### src/rtl/mem_ftch_pkg.sv
// Shared types for the mem_ftch interface: beat packet, read-pipe tag and
// the transmitter state encoding.
package mem_ftch_pkg;

  localparam int MEM_FTCH_LINE_WORDS = 4;

  typedef enum logic [1:0] {
    IDLE,
    ISSUE,
    DRAIN
  } mem_ftch_xmtr_state_e;

  typedef struct packed {
    logic [31:0] addr;
    logic [31:0] data;
    logic        crit;
    logic        last;
  } mem_ftch_pkt_t;

  typedef struct packed {
    logic        vld;
    logic [31:0] addr;
    logic        crit;
    logic        last;
  } mem_ftch_tag_t;

endpackage

### src/rtl/mem_ftch_rd_pipe.sv
// Tag shift register that tracks each memory read until its data returns.
// A kill drops every tag in flight.
module mem_ftch_rd_pipe
  import mem_ftch_pkg::*;
#(
  parameter int DEPTH = 2
) (
  input  logic          clk_i,
  input  logic          rst_i,
  input  logic          kill_i,
  input  mem_ftch_tag_t tag_i,
  output mem_ftch_tag_t tag_o
);

  mem_ftch_tag_t stage_q [DEPTH];

  always_ff @(posedge clk_i or posedge rst_i) begin
    if (rst_i) begin
      for (int i = 0; i < DEPTH; i++) stage_q[i] <= '0;
    end else if (kill_i) begin
      for (int i = 0; i < DEPTH; i++) stage_q[i] <= '0;
    end else begin
      stage_q[0] <= tag_i;
      for (int i = 1; i < DEPTH; i++) stage_q[i] <= stage_q[i-1];
    end
  end

  assign tag_o = stage_q[DEPTH-1];

endmodule

### src/rtl/mem_ftch_xmtr.sv
// Memory-side mem_ftch transmitter: fetches one line critical-word-first from
// a fixed-latency read port and streams one beat per returned word.
module mem_ftch_xmtr
  import mem_ftch_pkg::*;
#(
  parameter int LINE_WORDS = MEM_FTCH_LINE_WORDS,
  parameter int MEM_LAT    = 2
) (
  input  logic          clk,
  input  logic          resetn,
  input  logic          ftch_req_vld,
  input  logic [31:0]   ftch_req_addr,
  output logic          ftch_req_rdy,
  input  logic          flush,
  output logic          mem_rd_en,
  output logic [31:0]   mem_rd_addr,
  input  logic [31:0]   mem_rd_data,
  output logic          mem_ftch_vld,
  output mem_ftch_pkt_t mem_ftch_pkt,
  output logic          busy
);

  localparam int              IDXW      = $clog2(LINE_WORDS);
  localparam logic [IDXW-1:0] LAST_IDX  = IDXW'(LINE_WORDS - 1);
  localparam logic [31:0]     LINE_MASK = 32'(LINE_WORDS * 4 - 1);

  mem_ftch_xmtr_state_e state_q, state_d;
  logic [IDXW-1:0]      cnt_q, cnt_d;
  logic [IDXW-1:0]      crit_idx_q, crit_idx_d;
  logic [IDXW-1:0]      nxt_idx;
  logic [31:0]          base_q, base_d;
  logic                 rd_en_q, rd_en_d;
  logic [31:0]          rd_addr_q, rd_addr_d;
  logic                 vld_q, vld_d;
  mem_ftch_pkt_t        pkt_q, pkt_d;
  logic                 busy_q, busy_d;
  mem_ftch_tag_t        pipe_in, pipe_out;

  // Each read carries its tag through the pipe so the beat can be rebuilt on return.
  always_comb begin
    pipe_in      = '0;
    pipe_in.vld  = rd_en_q;
    pipe_in.addr = rd_addr_q;
    pipe_in.crit = rd_en_q && (cnt_q == '0);
    pipe_in.last = rd_en_q && (cnt_q == LAST_IDX);
  end

  mem_ftch_rd_pipe #(.DEPTH(MEM_LAT)) u_rd_pipe (
    .clk_i  (clk),
    .rst_i  (resetn),
    .kill_i (flush),
    .tag_i  (pipe_in),
    .tag_o  (pipe_out)
  );

  always_comb begin
    state_d    = state_q;
    cnt_d      = cnt_q;
    crit_idx_d = crit_idx_q;
    base_d     = base_q;
    rd_en_d    = 1'b0;
    rd_addr_d  = '0;
    nxt_idx    = crit_idx_q + cnt_q + 1'b1;
    if (flush) begin
      state_d = IDLE;
    end else begin
      case (state_q)
        IDLE: begin
          if (ftch_req_vld) begin
            base_d     = ftch_req_addr & ~LINE_MASK;
            crit_idx_d = ftch_req_addr[IDXW+1:2];
            cnt_d      = '0;
            rd_en_d    = 1'b1;
            rd_addr_d  = ftch_req_addr & ~32'h3;
            state_d    = ISSUE;
          end
        end
        ISSUE: begin
          if (cnt_q == LAST_IDX) begin
            state_d = DRAIN;
          end else begin
            cnt_d     = cnt_q + 1'b1;
            rd_en_d   = 1'b1;
            rd_addr_d = base_q | {{(30-IDXW){1'b0}}, nxt_idx, 2'b00};
          end
        end
        DRAIN: begin
          // The last tag leaving the pipe empties it on this same edge.
          if (pipe_out.vld && pipe_out.last) state_d = IDLE;
        end
        default: state_d = IDLE;
      endcase
    end
  end

  always_comb begin
    vld_d  = 1'b0;
    pkt_d  = '0;
    busy_d = (state_d != IDLE);
    if (!flush && pipe_out.vld) begin
      vld_d      = 1'b1;
      pkt_d.addr = pipe_out.addr;
      pkt_d.data = mem_rd_data;
      pkt_d.crit = pipe_out.crit;
      pkt_d.last = pipe_out.last;
    end
  end

  always_ff @(posedge clk or posedge resetn) begin
    if (resetn) begin
      state_q    <= IDLE;
      cnt_q      <= '0;
      crit_idx_q <= '0;
      base_q     <= '0;
      rd_en_q    <= 1'b0;
      rd_addr_q  <= '0;
      vld_q      <= 1'b0;
      pkt_q      <= '0;
      busy_q     <= 1'b0;
    end else begin
      state_q    <= state_d;
      cnt_q      <= cnt_d;
      crit_idx_q <= crit_idx_d;
      base_q     <= base_d;
      rd_en_q    <= rd_en_d;
      rd_addr_q  <= rd_addr_d;
      vld_q      <= vld_d;
      pkt_q      <= pkt_d;
      busy_q     <= busy_d;
    end
  end

  assign ftch_req_rdy = (state_q == IDLE) && !flush;
  assign mem_rd_en    = rd_en_q;
  assign mem_rd_addr  = rd_addr_q;
  assign mem_ftch_vld = vld_q;
  assign mem_ftch_pkt = pkt_q;
  assign busy         = busy_q;

endmodule

### config.mk
export PLATFORM = sky130hd
export DESIGN_NAME = mem_ftch_xmtr
export DESIGN_NICKNAME = d
export VERILOG_FILES = /design/src/rtl/mem_ftch_pkg.sv /design/src/rtl/mem_ftch_rd_pipe.sv /design/src/rtl/mem_ftch_xmtr.sv
export SDC_FILE = /design/constraint.sdc
export NUM_CORES = 1
export LEC_CHECK = 0
export ABC_CLOCK_PERIOD_IN_PS = 6400
export BUFFER_PORTS_ARGS = -buffer_cell sky130_fd_sc_hd__buf_2
export CAP_MARGIN = 20
export CORE_UTILIZATION = 47
export CTS_CLUSTER_DIAMETER = 40
export DETAILED_ROUTE_END_ITERATION = 8
export GPL_TIMING_DRIVEN = 0
export PLACE_DENSITY = 0.75
export SLEW_MARGIN = 10
export SYNTH_ARGS = -nofsm -noshare
export SYNTH_HDL_FRONTEND = slang
export SYNTH_SLANG_ARGS = --single-unit
export TNS_END_PERCENT = 100
### constraint.sdc
create_clock -name clk -period 6.4 [get_ports clk]
set_input_delay 1.28 -clock clk [delete_from_list [all_inputs] [get_ports clk]]
set_output_delay 1.28 -clock clk [all_outputs]
set_load 0.02 [all_outputs]
* Yosys cells after proc, flatten, opt, wreduce, memory -nomap -nowiden
Cells that the tools add are included.
** Word-level totals
- Register bits after elaboration :: 205
- Input bits :: 68
- Output and inout port bits :: 102
** Operators by class
- Add/subtract/negate cells :: 3
- Equality and inequality tests :: 5
- Multiplexer cells :: 19
- Bitwise gates (word level) :: 2
- Reduce and logical (&&, ||, !) cells :: 12
** Operators by type and width (number)
- $mux W32 :: 3
- $mux W70 :: 1
- $mux W66 :: 1
- $pmux W32 S2 :: 1
- $or A32 B4 Y32 :: 1
- $mux W2 :: 6
- $pmux W2 S3 :: 1
- $logic_and A1 B1 Y1 :: 5
- $add A2 B1 Y2 const B :: 2
- $eq A2 B2 Y1 const B :: 2
- $logic_not A2 Y1 :: 2
- $mux W1 :: 4
- $ne A2 B2 Y1 const B :: 2
- $pmux W2 S2 :: 1
- $reduce_and A4 Y1 :: 1
- $reduce_bool A2 Y1 :: 2
- $reduce_and A3 Y1 :: 1
- $add A2 B2 Y2 :: 1
- $eq A2 B1 Y1 const B :: 1
- $pmux W1 S2 :: 1
- $logic_not A1 Y1 :: 1
- $not A1 Y1 :: 1

* Longest topological paths before layout
Gate-level depths: netlist (run 1).
- Depth after elaboration :: 6
- Gate-level depth with buffers :: 6

* Hierarchy
Synthesis (run 1) repeated with hierarchy kept, for this count alone.
** Unflattened totals
- Cell total of the unflattened synthesis :: 564
- Area, all modules :: 7539.7 um2
** Modules (own cells, without submodules)
- mem_ftch_xmtr :: times used 1, cells each 381, area each 5048.6 um2
- mem_ftch_rd_pipe :: times used 1, cells each 183, area each 2491.1 um2

* Worst setup path before layout (run 1)
No wires, ideal clock.
- Path type :: in2out
- Start point :: input flush
- End point :: output ftch_req_rdy
- Data arrival time :: 2.143 ns
- Data required time :: 5.120 ns
- Path slack :: 2.977 ns
- Stages :: 4
- Path through :: or2_1 -> buf_4 -> clkbuf_1 -> nor2_1
** Between the ends
- Cells in the longest elaborated chain, start to end :: 2
** RTL lines
- start, declared :: RTL line mem_ftch_xmtr.sv:14 : input logic flush,
- $logic_not A1 Y1 :: RTL line mem_ftch_xmtr.sv:133 : assign ftch_req_rdy = (state_q == IDLE) && !flush;
- $logic_and A1 B1 Y1 :: RTL line mem_ftch_xmtr.sv:133
- end, declared :: RTL line mem_ftch_xmtr.sv:13 : output logic ftch_req_rdy,
Every way passes these cells.

* Worst setup path in the final report (run 1)
Ends and elaborated chain as after synthesis.

==> results.toml, run 1 <==
[timing]
fin_crit_sh = 0.577
finalSetupTns_ns = 0
fmax_ghz = 0.271
holdWs_ns = 0.449
period_minus_slack_ns = 3.69
skew_ns = 0.00578
fin_ws_ns = 2.71
worstMarginPinSlew_ns = 0.514
setup_viol = 0
final_max_slew_viol_count = 0
max_slew_margin = 0.657
rsz0062_at_grt = "false"
hold_violations = 0

[logic_synthesis]
synth_seq_cells = 197
synth_ff_type = "dfrtp_1"
synthesis.area_um2 = 6850
synth_edf_count = 0
async_flop_share = 1.00
syn_inst = 485
synth.distinct_cells = 33
ys_seq_area_frac = 0.720
ys_warn_count = 0
synth_area_per_cell_um2 = 14.1

[placed_design]
gp_congestion = 0.746
portBuffers = 163
post-place-ws_ns = 2.72
numPlacedInstances = 836
dp_hpwl_um = 9290
place_area_um2 = 8000

[clock_network]
clkTransAtPathRegs_ns = 0.06
cts_setup_buffers = 0
ctsResizeCount = 0
clockRootBuffer = "clkbuf_16"
htreeDepth = 4
cts_buffers = 17
clockBufferDepth = 2
clock_latency_ns = 0.42
holdBufCountCts = 0
cts_sinks = 197
cts_tree = "yes"

[final_layout]
design_area_um2 = 8620
seqCellArea_um2 = 4930
fill_cells = 1055
multi_input_area_um2 = 1750
area_growth_pct = 25.8
nNetsFinal = 746
finalNonFillerCells = 869
post-route-util = 0.614
drive_gt1_frac = 0.352

[worst_setup_path]
cp_top_family = "buffers and inverters"
required_ns = 5.12
critPathMaxFanout = 10
r2r_cells = 5
path_buf_inv = 4
worst_r2r_endpoint = "cnt_q[1]"
cp.arrival_ns = 2.41
regToRegStartpoint = "cnt_q[0]"
critPathMaxStageDelay_ns = 0.23
cp_slowest_cell = "or2_1"
crit_path_start_kind = "primary input"
regToRegSetupSlack_ns = 4.62
crit_path_cell_trace = "buf_2 -> or2_1 -> buf_4 -> clkbuf_1 -> nor2_1 -> buf_2"
end_kind = "output port"
cp_common_cell = "buf_2"
path_class = "primary input to output port"

[pwr]
power_density_nw_per_um2 = 317
vdd_drop_max_mv = 0.197
power_mw = 2.73
power.leakage_nw = 4.57

[die]
io_pins = 170
fp.dieW_um = 123
initial_utilization = 0.488
num_rows = 43
core_um2 = 14000
dieHeight_um = 123
dieArea_um2 = 15100

[global_routing]
grt_pass1_vias = 3949
overflow = 0
grt_pass1_wl_um = 19800
antenna_found_initial = 1
track_usage = 0.178
grt_start_max_net_pins = 43

[drt]
vias = 4002
drt-initial-drc-count = 154
drc = 0
wl_um = 12400
wl_per_cell_um = 14.3
antenna_left = 0
vias_per_cell = 4.61
dr.pass1.iters = 4

[worst_hold_path]
min_path_cells = 1
worst_hold_path.endpoint = "mem_ftch_pkt[48]"
min-delay-start = "u_rd_pipe.tag_o[16]"
hold_path_class = "flop to flop"

[outcome]
status = "complete, no violations"

[job]
drv_cap = 0
registers in the layout, summed over array words and instances, names as in the netlist:
signal / count
mem_ftch_pkt: 64
u_rd_pipe.stage_q: 33
u_rd_pipe.tag_o: 33
mem_rd_addr: 30
base_q: 28
cnt_q: 2
crit_idx_q: 2
state_q: 2
busy: 1
mem_ftch_vld: 1
mem_rd_en: 1
synthesized netlist by cell type (all sizes together) (2+ instances only):
cell | n | area share
a22oi | 29 | 0.032
nand2 | 3 | 0.0016
nor3b | 2 | 0.0029
buf | 10 | 0.012
clkbuf | 21 | 0.012
dfrtp | 197 | 0.72
o21ai | 2 | 0.0015
mux2 | 29 | 0.053
nor2b | 65 | 0.059
nand2b | 2 | 0.0018
xnor2 | 2 | 0.0026
and2 | 66 | 0.060
a21oi | 3 | 0.0022
inv | 6 | 0.0033
nor2 | 34 | 0.020
ha | 3 | 0.0055
metal layers:
metal	share of wire	vias to the layer above	GRT usage	wire [um]
met1	0.41	1932	0.211	5120
met2	0.51	123	0.299	6290
li1	-	1931	-	-
met5	0	-	0	0
met3	0.065	16	0.0525	802
met4	0.017	0	0.0800	208
cell type report:
| class | instances | area share |
|---|---|---|
| Antenna cell | 1 | 0.000290 |
| Buffer | 31 | 0.0186 |
| Clock buffer | 20 | 0.0530 |
| Clock inverter | 12 | 0.0179 |
| Inverter | 6 | 0.00305 |
| Multi-Input combinational cell | 254 | 0.203 |
| Sequential cell | 197 | 0.572 |
| Tap cell | 180 | 0.0261 |
| Timing Repair Buffer | 168 | 0.106 |
worst max-delay path by stage:
stage          startpoint              end  slack [ns]  cells past startpoint
2_1_floorplan      resetn       base_q[10]        2.57                      1
3_3_place_gp       resetn  mem_rd_addr[29]        1.75                      2
3_5_place_dp        flush     ftch_req_rdy        2.72                      6
4_1_cts             flush     ftch_req_rdy        2.71                      6
5_1_grt             flush     ftch_req_rdy        2.65                      6
6_report            flush     ftch_req_rdy        2.71                      6
power breakdown:
group          internal, mW  total (mW)  switching, mW
Combinational         0.134       0.292          0.158
Sequential             1.33        1.37         0.0427
Clock                 0.635        1.06          0.430
logic make-up after synthesis:
family / after synthesis / synth area share
flip-flops: 197 / 0.720
AND/OR/NAND/NOR: 177 / 0.151
AO/OA/AOI/OAI: 39 / 0.0409
buffers and inverters: 37 / 0.0267
multiplexers: 29 / 0.0532
adder cells (fa/ha/maj): 3 / 0.00548
XOR/XNOR: 2 / 0.00256
other: 1 / 0.000548
cell usage in the layout, fill, tap and decap left out, drive strengths merged, types with 2 or more instances in the layout:
master,synthesis,final
a21oi,3,3
a22oi,29,29
and2,66,66
buf,10,178
bufinv,0,3
clkbuf,21,41
clkinv,0,6
clkinvlp,0,4
conb,1,4
dfrtp,197,197
ha,3,3
inv,6,5
mux2,29,29
nand2,3,3
nand2b,2,2
nor2,34,34
nor2b,65,65
nor3b,2,2
o21ai,2,2
xnor2,2,2
No activity file was read; power rests on OpenSTA's default activity.
==> run 2: changes to the inputs <==
--- a/config.mk
+++ b/config.mk
@@ -5,14 +5,14 @@
 export SDC_FILE = /design/constraint.sdc
 export NUM_CORES = 1
 export LEC_CHECK = 0
-export ABC_CLOCK_PERIOD_IN_PS = 6400
+export ABC_CLOCK_PERIOD_IN_PS = 3700
 export BUFFER_PORTS_ARGS = -buffer_cell sky130_fd_sc_hd__buf_2
 export CAP_MARGIN = 20
-export CORE_UTILIZATION = 47
+export CORE_UTILIZATION = 52
 export CTS_CLUSTER_DIAMETER = 40
 export DETAILED_ROUTE_END_ITERATION = 8
 export GPL_TIMING_DRIVEN = 0
-export PLACE_DENSITY = 0.75
+export PLACE_DENSITY = 0.78
 export SLEW_MARGIN = 10
 export SYNTH_ARGS = -nofsm -noshare
 export SYNTH_HDL_FRONTEND = slang
==> constraint.sdc (replaced) <==
create_clock -name clk -period 3.7 [get_ports clk]
set_input_delay 0.74 -clock clk [delete_from_list [all_inputs] [get_ports clk]]
set_output_delay 0.74 -clock clk [all_outputs]
set_load 0.02 [all_outputs]
==> run 2 against run 1 <==
Critical path depth decreased by 1. Final cell count decreased by 1.2%. Highest routed layer unchanged. Register-to-register slack got worse by 2.7 ns.
==> results.toml, run 2 (synthesized netlist as in run 1, its figures left out) <==
[timing]
fin_crit_sh = 0.700
finalSetupTns_ns = 0
setup_viol = 0
final_max_slew_viol_count = 0
fmax_ghz = 0.386
holdWs_ns = 0.406
hold_violations = 0
worstMarginPinSlew_ns = 0.660
rsz0062_at_grt = "false"
fin_ws_ns = 1.11
period_minus_slack_ns = 2.59
skew_ns = 0.00668
max_slew_margin = 0.559

[clock_network]
cts_buffers = 17
htreeDepth = 4
cts_sinks = 197
holdBufCountCts = 0
ctsResizeCount = 0
cts_setup_buffers = 0
clockBufferDepth = 2
clkTransAtPathRegs_ns = 0.07
clock_latency_ns = 0.43
clockRootBuffer = "clkbuf_16"
cts_tree = "yes"

[final_layout]
nNetsFinal = 746
fill_cells = 928
final_cell_mix = "197 x dfrtp_1, 165 x buf_2, 66 x and2_1"
seqCellArea_um2 = 4930
num_antenna_cells = 0
multi_input_area_um2 = 1750
final_common_cell = "dfrtp_1"
largest_register_ffs = 64
area_growth_pct = 25.1
drive_gt1_frac = 0.349
post-route-util = 0.673

[worst_setup_path]
crit_path_start_kind = "flop"
cp.arrival_ns = 1.85
path_class = "flop to output port"
required_ns = 2.96
critPathMaxFanout = 10
end_kind = "output port"

[pwr]
power.leakage_nw = 4.54
power_density_nw_per_um2 = 544
vdd_drop_max_mv = 0.327

[drt]
wl_per_cell_um = 14.4
wl_um = 12400
drc = 0
antenna_left = 0
vias = 4025
drt-initial-drc-count = 204
vias_per_cell = 4.69
dr.pass1.iters = 4

[global_routing]
track_usage = 0.196
overflow = 0
grt_start_max_net_pins = 42
grt_pass1_wl_um = 19800
grt_pass1_vias = 4045
antenna_found_initial = 0

[die]
dieArea_um2 = 13600
num_rows = 41
initial_utilization = 0.538
io_pins = 170
dieHeight_um = 117
core_um2 = 12700
fp.dieW_um = 117

[placed_design]
dp_hpwl_um = 8860
portBuffers = 163
post-place-ws_ns = 1.13
gp_congestion = 0.800

[worst_hold_path]
hold_path_class = "primary input to async pin"

[outcome]
status = "complete, no violations"

[job]
drv_cap = 0
## run 2: final timing paths
path / from / depth (start not counted) / slack [ns] / to
setup / recovery: state_q[1] / 5 / 1.11 / ftch_req_rdy
hold / removal: resetn / 2 / 0.41 / mem_ftch_pkt[60]
setup reg to reg: cnt_q[0] / 5 / 1.92 / mem_rd_addr[11]
hold reg to reg: u_rd_pipe.tag_o[13] / 1 / 0.44 / mem_ftch_pkt[45]
max in group asynchronous: resetn / 5 / 2.21 / mem_rd_addr[20]
min in group clk: u_rd_pipe.tag_o[13] / 1 / 0.44 / mem_ftch_pkt[45]
## run 2: worst max-delay path, stage by stage, from the launching register on
cell	delay, ns
dfrtp_1	0.47
or2_1	0.24
buf_4	0.17
clkbuf_1	0.21
nor2_1	0.15
buf_2	0.18
## run 2: final cells by class
cell class	count	share of cell area
well taps	172	0.0251
multi-input cells	254	0.204
inverters	6	0.00307
repair buffers	168	0.107
flip-flops and latches	197	0.576
plain buffers	31	0.0187
clock buffers	20	0.0521
clock inverters	11	0.0148
## run 2: power by group
| part | leakage, nW | internal, mW | switching [mW] |
|---|---|---|---|
| sequential | 2.65 | 2.30 | 0.0747 |
| clock | 0.269 | 1.01 | 0.766 |
| combinational | 1.63 | 0.231 | 0.272 |
| total | 4.54 | 3.55 | 1.11 |
## run 2: stage by stage
| step | cells | instance area, um^2 | total power, mW |
|---|---|---|---|
| 2_1_floorplan | 488 | 6860 | 2.74 |
| 3_3_place_gp | 823 | 7890 | 2.89 |
| 3_5_place_dp | 828 | 7990 | 2.92 |
| 4_1_cts | 859 | 8570 | 4.70 |
| 5_1_grt | 859 | 8570 | 4.87 |
| 6_report | 859 | 8570 | 4.66 |
## run 2: metal layers
metal / vias up / track usage / routed length (um)
met2: 135 / 0.333 / 6380
met1: 1940 / 0.235 / 5010
li1: 1930 / - / -
met3: 20 / 0.0535 / 750
met4: 0 / 0.0869 / 218
met5: - / 0 / 0
==> run 3: changes to the inputs <==
--- a/config.mk
+++ b/config.mk
@@ -5,14 +5,14 @@
 export SDC_FILE = /design/constraint.sdc
 export NUM_CORES = 1
 export LEC_CHECK = 0
-export ABC_CLOCK_PERIOD_IN_PS = 3700
+export ABC_CLOCK_PERIOD_IN_PS = 2300
 export BUFFER_PORTS_ARGS = -buffer_cell sky130_fd_sc_hd__buf_2
 export CAP_MARGIN = 20
-export CORE_UTILIZATION = 52
+export CORE_UTILIZATION = 47
 export CTS_CLUSTER_DIAMETER = 40
 export DETAILED_ROUTE_END_ITERATION = 8
 export GPL_TIMING_DRIVEN = 0
-export PLACE_DENSITY = 0.78
+export PLACE_DENSITY = 0.75
 export SLEW_MARGIN = 10
 export SYNTH_ARGS = -nofsm -noshare
 export SYNTH_HDL_FRONTEND = slang
==> constraint.sdc (replaced) <==
create_clock -name clk -period 2.3 [get_ports clk]
set_input_delay 0.46 -clock clk [delete_from_list [all_inputs] [get_ports clk]]
set_output_delay 0.46 -clock clk [all_outputs]
set_load 0.02 [all_outputs]
==> run 3 against run 2 <==
Final cell count rose by 1.2%. Critical path depth fell by 1. Final area up 0.66%. Combinational power increased by 62%. Die area up 10%. Register-to-register slack got worse by 1.4 ns. Largest cell class unchanged. Utilization down 5.9 points. First-iteration DRC count down 30%. Clock-buffer cell count is the same.
==> results.toml, run 3 (synthesized netlist as in run 1, its figures left out) <==
[final_layout]
final_cell_mix = "197 x dfrtp_1, 165 x buf_2, 66 x and2_1"
nNetsFinal = 746
finalNonFillerCells = 869
final_common_cell = "dfrtp_1"
drive_gt1_frac = 0.352
largest_register_ffs = 64
area_growth_pct = 25.9

[clock_network]
htreeDepth = 4
cts_sinks = 197
cts_buffers = 17
clockBufferDepth = 2
clkTransAtPathRegs_ns = 0.07
cts_tree = "yes"
clock_latency_ns = 0.42
clockRootBuffer = "clkbuf_16"
ctsResizeCount = 0
cts_setup_buffers = 0

[drt]
vias = 4011
dr.pass1.iters = 4
antenna_left = 0
wl_per_cell_um = 14.3
wl_um = 12400
vias_per_cell = 4.62
drc = 0
drt-initial-drc-count = 143

[global_routing]
grt_pass1_vias = 3954
track_usage = 0.178
top_usage_layer = "met2"
grt.met3_usage = 0.0525
grtUsageMet2 = 0.299
met1_usage = 0.211
antenna_found_initial = 1
grt_pass1_wl_um = 19800
grt_start_max_net_pins = 43
overflow = 0

[worst_setup_path]
regToRegStartpoint = "state_q[1]"
crit_path_cell_trace = "or2_1 -> buf_4 -> nor2_1 -> buf_2"
regToRegSetupSlack_ns = 0.52
r2r_cells = 6
path_buf_inv = 2
crit_path_start_kind = "flop"
critPathMaxFanout = 18
end_kind = "output port"
cp.arrival_ns = 1.65
cp_top_family = "flip-flops"
critPathMaxStageDelay_ns = 0.46
required_ns = 1.84
worst_r2r_endpoint = "base_q[10]"
path_class = "flop to output port"
cp_slowest_cell = "dfrtp_1"

[pwr]
power_mw = 7.60
vdd_drop_max_mv = 0.548
power_density_nw_per_um2 = 881
power.leakage_nw = 4.57

[outcome]
status = "complete, no violations"

[timing]
setup_viol = 0
skew_ns = 0.00479
final_max_slew_viol_count = 0
rsz0062_at_grt = "false"
finalSetupTns_ns = 0
fin_crit_sh = 0.920
worstMarginPinSlew_ns = 0.516
period_minus_slack_ns = 2.11
holdWs_ns = 0.243
max_slew_margin = 0.656
hold_violations = 0
fmax_ghz = 0.473

[worst_hold_path]
min-delay-start = "mem_rd_data[12]"
min_path_cells = 2
hold_path_class = "primary input to flop"
worst_hold_path.endpoint = "mem_ftch_pkt[14]"

[placed_design]
portBuffers = 163
gp_congestion = 0.746
dp_hpwl_um = 9290
numPlacedInstances = 836

[die]
initial_utilization = 0.488
io_pins = 170
dieHeight_um = 123
fp.dieW_um = 123
num_rows = 43
dieArea_um2 = 15100
core_um2 = 14000

[job]
drv_cap = 0
## run 3: layout make-up
cell class | instances | area, um^2
Sequential cell | 197 | 4930
Buffer | 30 | 156
Inverter | 6 | 26.3
Timing Repair Buffer | 169 | 926
Clock buffer | 20 | 457
Fill cell | 1056 | 5420
Antenna cell | 1 | 2.50
Tap cell | 180 | 225
Clock inverter | 12 | 154
Multi-Input combinational cell | 254 | 1750
## run 3: routing by layer
layer / wire length (um) / share of wire / vias up
met5: 0 / 0 / -
met4: 213 / 0.017 / 0
met3: 832 / 0.067 / 18
met2: 6310 / 0.51 / 133
met1: 5060 / 0.41 / 1929
li1: - / - / 1931
## run 3: how the worst max path moves through the flow
stage / depth (start not counted) / end / start / slack, ns
final: 4 / ftch_req_rdy / state_q[1] / 0.19
after global routing: 4 / ftch_req_rdy / state_q[1] / 0.1
after CTS: 4 / ftch_req_rdy / state_q[1] / 0.17
after detailed placement: 6 / ftch_req_rdy / flush / 0.26
after global placement: 2 / mem_rd_addr[29] / resetn / -1.53
after floorplan: 1 / base_q[10] / resetn / -0.71
## run 3: where the power goes
part | internal (mW) | switching (mW) | total, mW | leakage, nW
clock | 1.77 | 1.20 | 2.96 | 0.292
sequential | 3.71 | 0.119 | 3.83 | 2.65
combinational | 0.373 | 0.440 | 0.814 | 1.63
## run 3: worst reg2reg max path: stages (launching register included)
cell and delay (ns):
dfrtp_1 0.46, or2_1 0.24, buf_4 0.20, nor2_4 0.11, buf_6 0.16, buf_8 0.17, mux2_4 0.32
## run 3: what timing repair did
| item | 4_1_cts | 5_1_grt |
|---|---|---|
| hold buffers | 1 | 0 |
| hold endpoints to repair | 14 | 0 |
| setup endpoints to repair | 1 | 0 |
## run 3: metrics by stage
stage	setup WS [ns]	area (um^2)	util
final	0.185	8620	0.614
after global routing	0.0984	8620	0.614
after CTS	0.169	8620	0.614
after detailed placement	0.262	8000	0.570
after global placement	-1.53	7900	0.563
after floorplan	-0.706	6860	-
